### config.mk
export PLATFORM = sky130hd
export DESIGN_NAME = mad_accumulator
export DESIGN_NICKNAME = d
export VERILOG_FILES = /design/src/rtl/mad_accumulator.sv
export SDC_FILE = /design/constraint.sdc
export NUM_CORES = 1
export LEC_CHECK = 0
export CORE_MARGIN = 3
export CORE_UTILIZATION = 35
export DETAILED_ROUTE_END_ITERATION = 10
export PLACE_DENSITY = 0.71
export SETUP_SLACK_MARGIN = 0.1
export SLEW_MARGIN = 20
export SYNTH_ARGS = -nofsm -noshare
export SYNTH_HDL_FRONTEND = slang
export SYNTH_SLANG_ARGS = --single-unit
### constraint.sdc
create_clock -name clk_i -period 5.9 [get_ports clk_i]
set_input_delay 1.18 -clock clk_i [delete_from_list [all_inputs] [get_ports clk_i]]
set_output_delay 1.18 -clock clk_i [all_outputs]
set_load 0.03 [all_outputs]
### src/rtl/mad_accumulator.sv
// Accumulates a programmed number of signed 32-bit partial dot products onto an
// initial value and returns the tagged sum on the CV-X-IF result handshake.
module mad_accumulator #(
   parameter int unsigned LEN_W    = 8,
   parameter int unsigned ID_W     = 3,
   parameter bit          SATURATE = 1'b1
) (
   input  logic             clk_i,
   input  logic             rst_ni,
   input  logic             start_valid_i,
   output logic             start_ready_o,
   input  logic [LEN_W-1:0] len_i,
   input  logic [31:0]      init_i,
   input  logic [ID_W-1:0]  id_i,
   input  logic [4:0]       rd_i,
   input  logic             psum_valid_i,
   input  logic [31:0]      psum_i,
   input  logic             kill_i,
   output logic             result_valid_o,
   input  logic             result_ready_i,
   output logic [31:0]      result_data_o,
   output logic [ID_W-1:0]  result_id_o,
   output logic [4:0]       result_rd_o,
   output logic             result_ovf_o,
   output logic             busy_o,
   output logic             drop_o
);

   typedef enum logic [1:0] {
      IDLE  = 2'd0,
      ACCUM = 2'd1,
      DONE  = 2'd2
   } state_t;

   state_t           state, state_nxt;
   logic [31:0]      acc;
   logic [LEN_W-1:0] cnt;
   logic [ID_W-1:0]  id;
   logic [4:0]       rd;
   logic             ovf;
   logic             drop;

   logic             start_fire;
   logic             psum_fire;
   logic [32:0]      sum;
   logic             sum_ovf;
   logic [31:0]      sum_res;

   // kill blocks both a new start and a partial arriving in the same cycle
   assign start_fire = (state == IDLE)  & start_valid_i & ~kill_i;
   assign psum_fire  = (state == ACCUM) & psum_valid_i  & ~kill_i;

   // 33-bit sign-extended add; overflow when the two top bits disagree
   assign sum     = {acc[31], acc} + {psum_i[31], psum_i};
   assign sum_ovf = sum[32] ^ sum[31];

   always_comb begin
      sum_res = sum[31:0];
      if (SATURATE && sum_ovf)
         sum_res = sum[32] ? 32'h8000_0000 : 32'h7FFF_FFFF;
   end

   always_ff @(posedge clk_i) begin
      if (!rst_ni) state <= IDLE;
      else         state <= state_nxt;
   end

   always_comb begin
      state_nxt = state;
      case (state)
         IDLE: begin
            if (start_fire)
               state_nxt = (len_i == '0) ? DONE : ACCUM;
         end
         ACCUM: begin
            if (kill_i)
               state_nxt = IDLE;
            else if (psum_valid_i && cnt == LEN_W'(1))
               state_nxt = DONE;
         end
         DONE: begin
            if (kill_i || result_ready_i)
               state_nxt = IDLE;
         end
         default: state_nxt = IDLE;
      endcase
   end

   always_ff @(posedge clk_i) begin
      if (!rst_ni) begin
         acc  <= '0;
         cnt  <= '0;
         id   <= '0;
         rd   <= '0;
         ovf  <= 1'b0;
         drop <= 1'b0;
      end else begin
         drop <= psum_valid_i & (state != ACCUM);
         if (start_fire) begin
            acc <= init_i;
            cnt <= len_i;
            id  <= id_i;
            rd  <= rd_i;
            ovf <= 1'b0;
         end else if (psum_fire) begin
            acc <= sum_res;
            cnt <= cnt - LEN_W'(1);
            ovf <= ovf | sum_ovf;
         end
      end
   end

   assign start_ready_o  = (state == IDLE);
   assign busy_o         = (state != IDLE);
   assign result_valid_o = (state == DONE);
   assign result_data_o  = acc;
   assign result_id_o    = id;
   assign result_rd_o    = rd;
   assign result_ovf_o   = ovf;
   assign drop_o         = drop;

endmodule

==> parameters.txt, run 1 <==
Parameter                              Value

Place
  Placer Congestion ... approximately 0.89
  I/O Buffers ... 130
  Post-DP Area ... 0.00560 mm²
  Post-detailed-placement half-perimeter wirelength ... ~10,000 µm

Detailed routing
  DR WL/cell ... approximately 16 µm
  Routed via count divided by cell count ... 5.51
  Count of unresolved DRC violations after routing ... 0
  Remaining antenna violation count after routing ... 0
  Drt first-iter violations ... 193
  Total wirelength of the detailed-routed design ... between 10,000 and 15,000 µm
  Pre-antenna DRT Iters ... 5
  Number of vias after detailed routing ... between 4,000 and 5,000

Logic synthesis
  Cell types with the largest area share after synthesis ... sky130_fd_sc_hd__dfxtp_1 (24%), sky130_fd_sc_hd__nand2_1 (11%), sky130_fd_sc_hd__ha_1 (10%)
  Flip-flop and latch count after synthesis ... between 50 and 60
  Number of cells produced by synthesis ... 580
  Syn_nets ... 701
  Top-area cell type share of the netlist area ... 0.244
  Seq/Total Area, Yosys ... 0.244
  Share of flip-flops with an asynchronous set or reset ... 0
  Number of different library cells in the post-synthesis netlist ... 62
  Synthesis Warnings ... 0
  Most common flop cell mapped by yosys ... sky130_fd_sc_hd__dfxtp_1
  Post-Synthesis Cell Area ... 0.00426 mm²
  Area leader, netlist ... sky130_fd_sc_hd__dfxtp_1
  Number of synthesized flops with an enable pin ... 0
  Post-Syn Area per Cell ... 7.35 µm²

Floorplanning
  Standard cell core area ... 0.0117 mm²
  Row cnt ... 39
  Horizontal die dimension ... ~120 µm
  Count of boundary I/O pins ... 131
  Initial Utilization ... 0.365
  Full die area ... 0.0135 mm²
  Chip Height ... 116 µm

STA
  Final Max Slew Viols ... 0
  Worst slew margin relative to its limit ... 0.353
  Count of endpoints failing hold in the final timing report ... 0
  Summed negative setup slack over all endpoints ... 0 ns
  Max Fclk ... approximately 230 MHz
  Final Hold Slack ... 0.471 ns
  Fin crit period ... between 4 and 5 ns
  Portion of the clock cycle consumed by the worst path in the final layout ... 0.752
  Setup-failing EPs final ... 0
  Final setup skew ... around 0.0064 ns
  Unrepaired setup endpoints after global routing ... false
  Transition at the pin with the smallest max-transition slack ... 0.971 ns

Pwr
  Cell Pwr Density ... roughly 220 mW/mm²
  Total leakage power ... 2.41 nW
  Worst vdd ir ... 0.132 mV

Finish
  Synthesis-to-layout area growth ... 35.4%
  Finished Core Util ... 0.494
  Proportion of layout cells with a drive suffix above 1 ... 0.0392
  Antenna Cells ... 0
  Summed area of non-filler cells in the final layout ... 0.00577 mm²
  Number of nets at the end of the flow ... 808

CTS
  Hold-fix buffers, CTS ... 0
  Number of H-tree branching levels ... 2
  Maximum number of buffers from clock root to sink ... 2
  Clock transition time at the flip-flop clock pins of the worst setup and hold paths ... 0.08 ns
  Clock tree from TritonCTS ... yes
  CTS Buf Count ... 5
  Setup Buffers After CTS ... 0
  CTS sink count ... between 50 and 60
  Master cell of the clock root buffer ... sky130_fd_sc_hd__clkbuf_16
  Insertion delay of the later-clocked pin in the worst-skew pair ... 0.30 ns
  PostCTS Resize Cnt ... 0

Global routing
  GRT Util Overall ... 0.197
  Vias in the first global route ... approximately 4,600
  Congestion Overflow GR ... 0
  Largest net degree at the start of global routing ... 55
  Global-route wire length before repair ... 21,600 µm
  Initial antenna violation count ... 1

Critical path
  Crit path capture type ... flop
  Worst endpoint data arrival time ... about 4.7 ns
  Type of origin of the critical path ... primary input
  Data required time at the worst endpoint ... 6.11 ns
  Crit Path Category ... primary input to flop
  Crit-path max FO ... 29

Flow run
  Max-capacitance violation count ... 0

Hold path
  Worst hold-check path type ... flop to flop

Run status
  Outcome ... complete, no violations
[metrics by stage]
stage          power (mW)  cells  setup slack [ns]
2_1_floorplan       0.755    580              2.15
3_3_place_gp        0.913    823              1.34
3_5_place_dp        0.919    823              1.18
4_1_cts              1.27    831              1.49
5_1_grt              1.35    831              1.21
6_report             1.26    831              1.46
[final cells by class]
class,instances,area [µm²]
Clock buffer,5,125
Multi-Input combinational cell,483,3010
Sequential cell,52,1040
Timing Repair Buffer,134,1330
Inverter,11,41.3
Fill cell,1159,5900
Tap cell,143,179
Clock inverter,3,46.3
[sequential cells by signal, indices dropped and copies added (netlist names)]
signal and count:
cnt 8, result_ovf_o 1, result_data_o 32, result_rd_o 5, drop_o 1, result_id_o 3
state 2
[metal layers]
metal / up-vias / GRT usage / part of all wire / wire [µm]
met5: - / 0 / 0.00097 / 13
met4: 2 / 0.0410 / 0.0076 / 102
met3: 11 / 0.0544 / 0.067 / 890
met2: 124 / 0.354 / 0.50 / 6650
met1: 2140 / 0.234 / 0.43 / 5720
li1: 2302 / - / - / -
[layout by cell type (no fill, tap or decap), types with 4 or more instances in the layout]
master	netlist	final
sky130_fd_sc_hd__a21o_1	15	15
sky130_fd_sc_hd__o21ai_0	17	17
sky130_fd_sc_hd__dfxtp_1	52	52
sky130_fd_sc_hd__xnor2_1	16	16
sky130_fd_sc_hd__clkdlybuf4s50_1	0	129
sky130_fd_sc_hd__a211oi_1	4	4
sky130_fd_sc_hd__nand3_1	20	20
sky130_fd_sc_hd__ha_1	34	34
sky130_fd_sc_hd__xor2_1	14	14
sky130_fd_sc_hd__nor2_1	39	39
sky130_fd_sc_hd__nor3_1	5	5
sky130_fd_sc_hd__buf_4	3	4
sky130_fd_sc_hd__o221ai_1	14	14
sky130_fd_sc_hd__o211ai_1	8	8
sky130_fd_sc_hd__o21ai_1	15	15
sky130_fd_sc_hd__a31oi_1	5	5
sky130_fd_sc_hd__nand4_1	4	4
sky130_fd_sc_hd__nand2b_1	9	9
sky130_fd_sc_hd__a21oi_1	72	72
sky130_fd_sc_hd__inv_1	10	10
sky130_fd_sc_hd__a21boi_0	9	9
sky130_fd_sc_hd__nand2_1	124	124
sky130_fd_sc_hd__nor4_1	4	4
sky130_fd_sc_hd__clkbuf_16	0	5
[cells by family (layout without fill, tap and decap cells)]
kind of cell    after synthesis  count (layout)  synth area share
simple gates                224             224             0.233
compound gates              193             193             0.302
flops                        52              52             0.244
buf+inv                      45             153            0.0508
fa+ha+maj                    35              35             0.105
xor+xnor                     30              30            0.0617
mux                           1               1           0.00352
[cells in the mapped netlist (4+ instances only)]
library cell                 n
sky130_fd_sc_hd__buf_6       4
sky130_fd_sc_hd__a21oi_1    72
sky130_fd_sc_hd__nor4_1      4
sky130_fd_sc_hd__o211ai_1    8
sky130_fd_sc_hd__dfxtp_1    52
sky130_fd_sc_hd__xnor2_1    16
sky130_fd_sc_hd__o221ai_1   14
sky130_fd_sc_hd__clkbuf_1   17
sky130_fd_sc_hd__nand4_1     4
sky130_fd_sc_hd__inv_1      10
sky130_fd_sc_hd__o21ai_1    15
sky130_fd_sc_hd__buf_1       5
sky130_fd_sc_hd__a21boi_0    9
sky130_fd_sc_hd__o21ai_0    17
sky130_fd_sc_hd__nor2_1     39
sky130_fd_sc_hd__nand3_1    20
sky130_fd_sc_hd__buf_2       5
sky130_fd_sc_hd__ha_1       34
sky130_fd_sc_hd__nand2b_1    9
sky130_fd_sc_hd__xor2_1     14
sky130_fd_sc_hd__a21o_1     15
sky130_fd_sc_hd__a211oi_1    4
sky130_fd_sc_hd__nor3_1      5
sky130_fd_sc_hd__a31oi_1     5
sky130_fd_sc_hd__nand2_1   124
[worst max-delay path: stages]
cell,delay [ns]
sky130_fd_sc_hd__clkdlybuf4s50_1,0.46
sky130_fd_sc_hd__ha_1,0.20
sky130_fd_sc_hd__inv_1,0.06
sky130_fd_sc_hd__fa_1,0.38
sky130_fd_sc_hd__nand2b_1,0.19
sky130_fd_sc_hd__a21o_1,0.19
sky130_fd_sc_hd__a31oi_2,0.30
sky130_fd_sc_hd__a31oi_1,0.20
sky130_fd_sc_hd__o21ai_1,0.28
sky130_fd_sc_hd__or3_1,0.29
sky130_fd_sc_hd__mux2_4,0.45
sky130_fd_sc_hd__nand3_1,0.16
sky130_fd_sc_hd__o32ai_1,0.31
[where the power goes]
part | total (mW) | internal [mW] | switching [mW] | leakage [nW]
combinational | 0.511 | 0.224 | 0.287 | 1.91
clock | 0.352 | 0.202 | 0.150 | 0.0804
sequential | 0.401 | 0.378 | 0.0232 | 0.426
total | 1.26 | 0.804 | 0.460 | 2.41
[final timing paths]
kind                                  startpoint           endpoint  slack [ns]  depth (start not counted)
worst max register to register  result_data_o[0]  result_data_o[30]        2.42                         12
worst min-delay path              result_rd_o[4]     result_rd_o[4]        0.47                          2
worst min register to register    result_rd_o[4]     result_rd_o[4]        0.47                          2
worst max-delay path                   psum_i[0]  result_data_o[30]        1.46                         13
No activity file was read; power rests on OpenSTA's default activity.
==> inputs of run 2 (changes only) <==
- clock period: 5.9 -> 4.6 ns (I/O delays scaled with it)
==> run 2 against run 1 <==
Net effect: clock skew increased by 0.0022 ns; non-clock buffer count is 5 higher; sequential power up 28%; final cell count is 0.60% higher; flip-flop and latch count did not move; power up 29%; clock power grew 29%; die area is the same; highest routed layer is now met4.
==> parameters.txt, run 2 (same netlist as run 1, synthesis figures left out) <==
Parameter                              Value

Pwr
  Total leakage power ... ~2.4 nW
  Net Switching ... 0.600 mW
  Proportion of power drawn by combinational gates ... 0.407
  Cell Pwr Density ... 282 mW/mm²
  Worst vdd ir ... between 0.15 and 0.2 mV
  Sw frac ... 0.367
  Cell internal power dissipation ... approximately 1.0 mW
  Sequential cell fraction of total power ... 0.315
  Share of power burned in the clock network ... 0.279

Place
  I/O Buffers ... 130
  Count of placed standard cells including taps ... 828
  Placer Congestion ... about 0.94
  Post-detailed-placement half-perimeter wirelength ... 10,500 µm

Floorplanning
  Initial Utilization ... 0.365
  Horizontal die dimension ... 116 µm
  Chip Height ... 116 µm
  Standard cell core area ... 0.0117 mm²
  Row cnt ... 39
  Count of boundary I/O pins ... ~130
  Full die area ... 0.0135 mm²

Detailed routing
  Count of unresolved DRC violations after routing ... 0
  Pre-antenna DRT Iters ... 4
  Total wirelength of the detailed-routed design ... roughly 14,000 µm
  Remaining antenna violation count after routing ... 0
  DR WL/cell ... ~17 µm
  Drt first-iter violations ... 255
  Routed via count divided by cell count ... ~5.5
  Number of vias after detailed routing ... 4,613

Critical path
  Type of origin of the critical path ... primary input
  Crit-path max FO ... 21
  Worst endpoint data arrival time ... 4.31 ns
  Crit path capture type ... flop
  Worst path cell trace ... clkdlybuf4s50_1 -> ha_1 -> inv_1 -> fa_1 -> nand2b_1 -> a21o_1 -> a31oi_2 -> a31oi_1 -> o21ai_1 -> or3_1 -> mux2_4 -> nand3_1 -> o32ai_1
  Critical-path cell with the highest stage delay ... sky130_fd_sc_hd__clkdlybuf4s50_1
  CP max stage delay ... 0.46 ns
  Data required time at the worst endpoint ... 4.83 ns
  Crit Path Category ... primary input to flop

STA
  Worst slew margin relative to its limit ... 0.403
  Fin crit period ... 4.09 ns
  Summed negative setup slack over all endpoints ... 0 ns
  Setup-failing EPs final ... 0
  Count of endpoints failing hold in the final timing report ... 0
  Final Max Slew Viols ... 0
  Final setup skew ... 0.00861 ns
  Unrepaired setup endpoints after global routing ... false
  Transition at the pin with the smallest max-transition slack ... roughly 0.89 ns
  Max Fclk ... about 240 MHz
  Portion of the clock cycle consumed by the worst path in the final layout ... 0.888

Global routing
  Congestion Overflow GR ... 0
  Vias in the first global route ... about 4,700
  Global-route wire length before repair ... 22,300 µm
  Initial antenna violation count ... 0
  GRT Util Overall ... 0.204
  Largest net degree at the start of global routing ... 54

CTS
  Clock transition time at the flip-flop clock pins of the worst setup and hold paths ... 0.08 ns
  CTS sink count ... 52
  CTS Buf Count ... 5
  Insertion delay of the later-clocked pin in the worst-skew pair ... 0.31 ns
  Maximum number of buffers from clock root to sink ... 2
  Setup Buffers After CTS ... 0
  Hold-fix buffers, CTS ... 0
  PostCTS Resize Cnt ... 0
  Number of H-tree branching levels ... 2
  Master cell of the clock root buffer ... sky130_fd_sc_hd__clkbuf_16
  Clock tree from TritonCTS ... yes

Finish
  Cell Count, Final, Fillers Out ... 836
  Most frequent standard cell in the layout excluding fill and tap cells ... sky130_fd_sc_hd__clkdlybuf4s50_1
  Largest register FFs ... 32
  Antenna Cells ... 0
  Proportion of layout cells with a drive suffix above 1 ... 0.0462
  FILL cells ... roughly 1,200
  Highest-count cells in the layout ignoring fill and taps ... sky130_fd_sc_hd__clkdlybuf4s50_1 (129), sky130_fd_sc_hd__nand2_1 (124), sky130_fd_sc_hd__a21oi_1 (72), sky130_fd_sc_hd__dfxtp_1 (52), sky130_fd_sc_hd__nor2_1 (39)
  Number of nets at the end of the flow ... approximately 810
  Synthesis-to-layout area growth ... 36.2%

Hold path
  Worst hold-check path type ... flop to flop

Run status
  Outcome ... complete, no violations

Flow run
  Max-capacitance violation count ... 0
[run 2: through the flow]
step	utilization	hold WS (ns)	area [µm²]	setup WS (ns)	power [mW]
final	0.498	0.464	5800	0.513	1.64
after global routing	0.498	0.496	5800	0.272	1.74
after CTS	0.498	0.468	5800	0.545	1.64
after detailed placement	0.483	0.461	5630	0.244	1.19
after global placement	0.483	0.451	5630	0.366	1.18
after floorplan	-	0.448	4260	1.11	0.969
[run 2: worst max-delay path, delay by kind of cell]
family,cells,cell delay (ns)
simple gates,3,0.63
mux,1,0.39
fa+ha+maj,2,0.58
buf+inv,2,0.53
compound gates,5,1.25
[run 2: layout make-up]
type,instances,area [µm²],share of cell area
timing repair buffer,139,1360,0.235
sequential,52,1040,0.179
inverter,11,41.3,0.00711
clock inverter,3,46.3,0.00798
clock buffer,5,125,0.0216
tap,143,179,0.0308
multi-input combinational,483,3010,0.518
[run 2: final timing paths]
| check | from | to | cells after the start | slack (ns) |
|---|---|---|---|---|
| worst max-delay path | psum_i[0] | result_data_o[29] | 13 | 0.51 |
| worst min-delay path | result_id_o[0] | result_id_o[0] | 2 | 0.46 |
| worst max register to register | result_data_o[0] | result_data_o[29] | 12 | 1.22 |
| worst min register to register | result_id_o[0] | result_id_o[0] | 2 | 0.46 |
[run 2: per-layer routing]
metal | wire (µm) | share of wire | vias up | track usage
met5 | 0 | 0 | - | 0
met4 | 235 | 0.017 | 0 | 0.0596
met3 | 1030 | 0.074 | 15 | 0.0689
met2 | 6890 | 0.50 | 120 | 0.350
met1 | 5700 | 0.41 | 2166 | 0.242
li1 | - | - | 2312 | -
[run 2: power by group through the flow]
stage | logic [mW] | registers, mW | clock network [mW]
6_report | 0.665 | 0.515 | 0.455
5_1_grt | 0.732 | 0.520 | 0.484
4_1_cts | 0.664 | 0.515 | 0.463
3_5_place_dp | 0.661 | 0.525 | 0
3_3_place_gp | 0.651 | 0.524 | 0
2_1_floorplan | 0.396 | 0.573 | 0
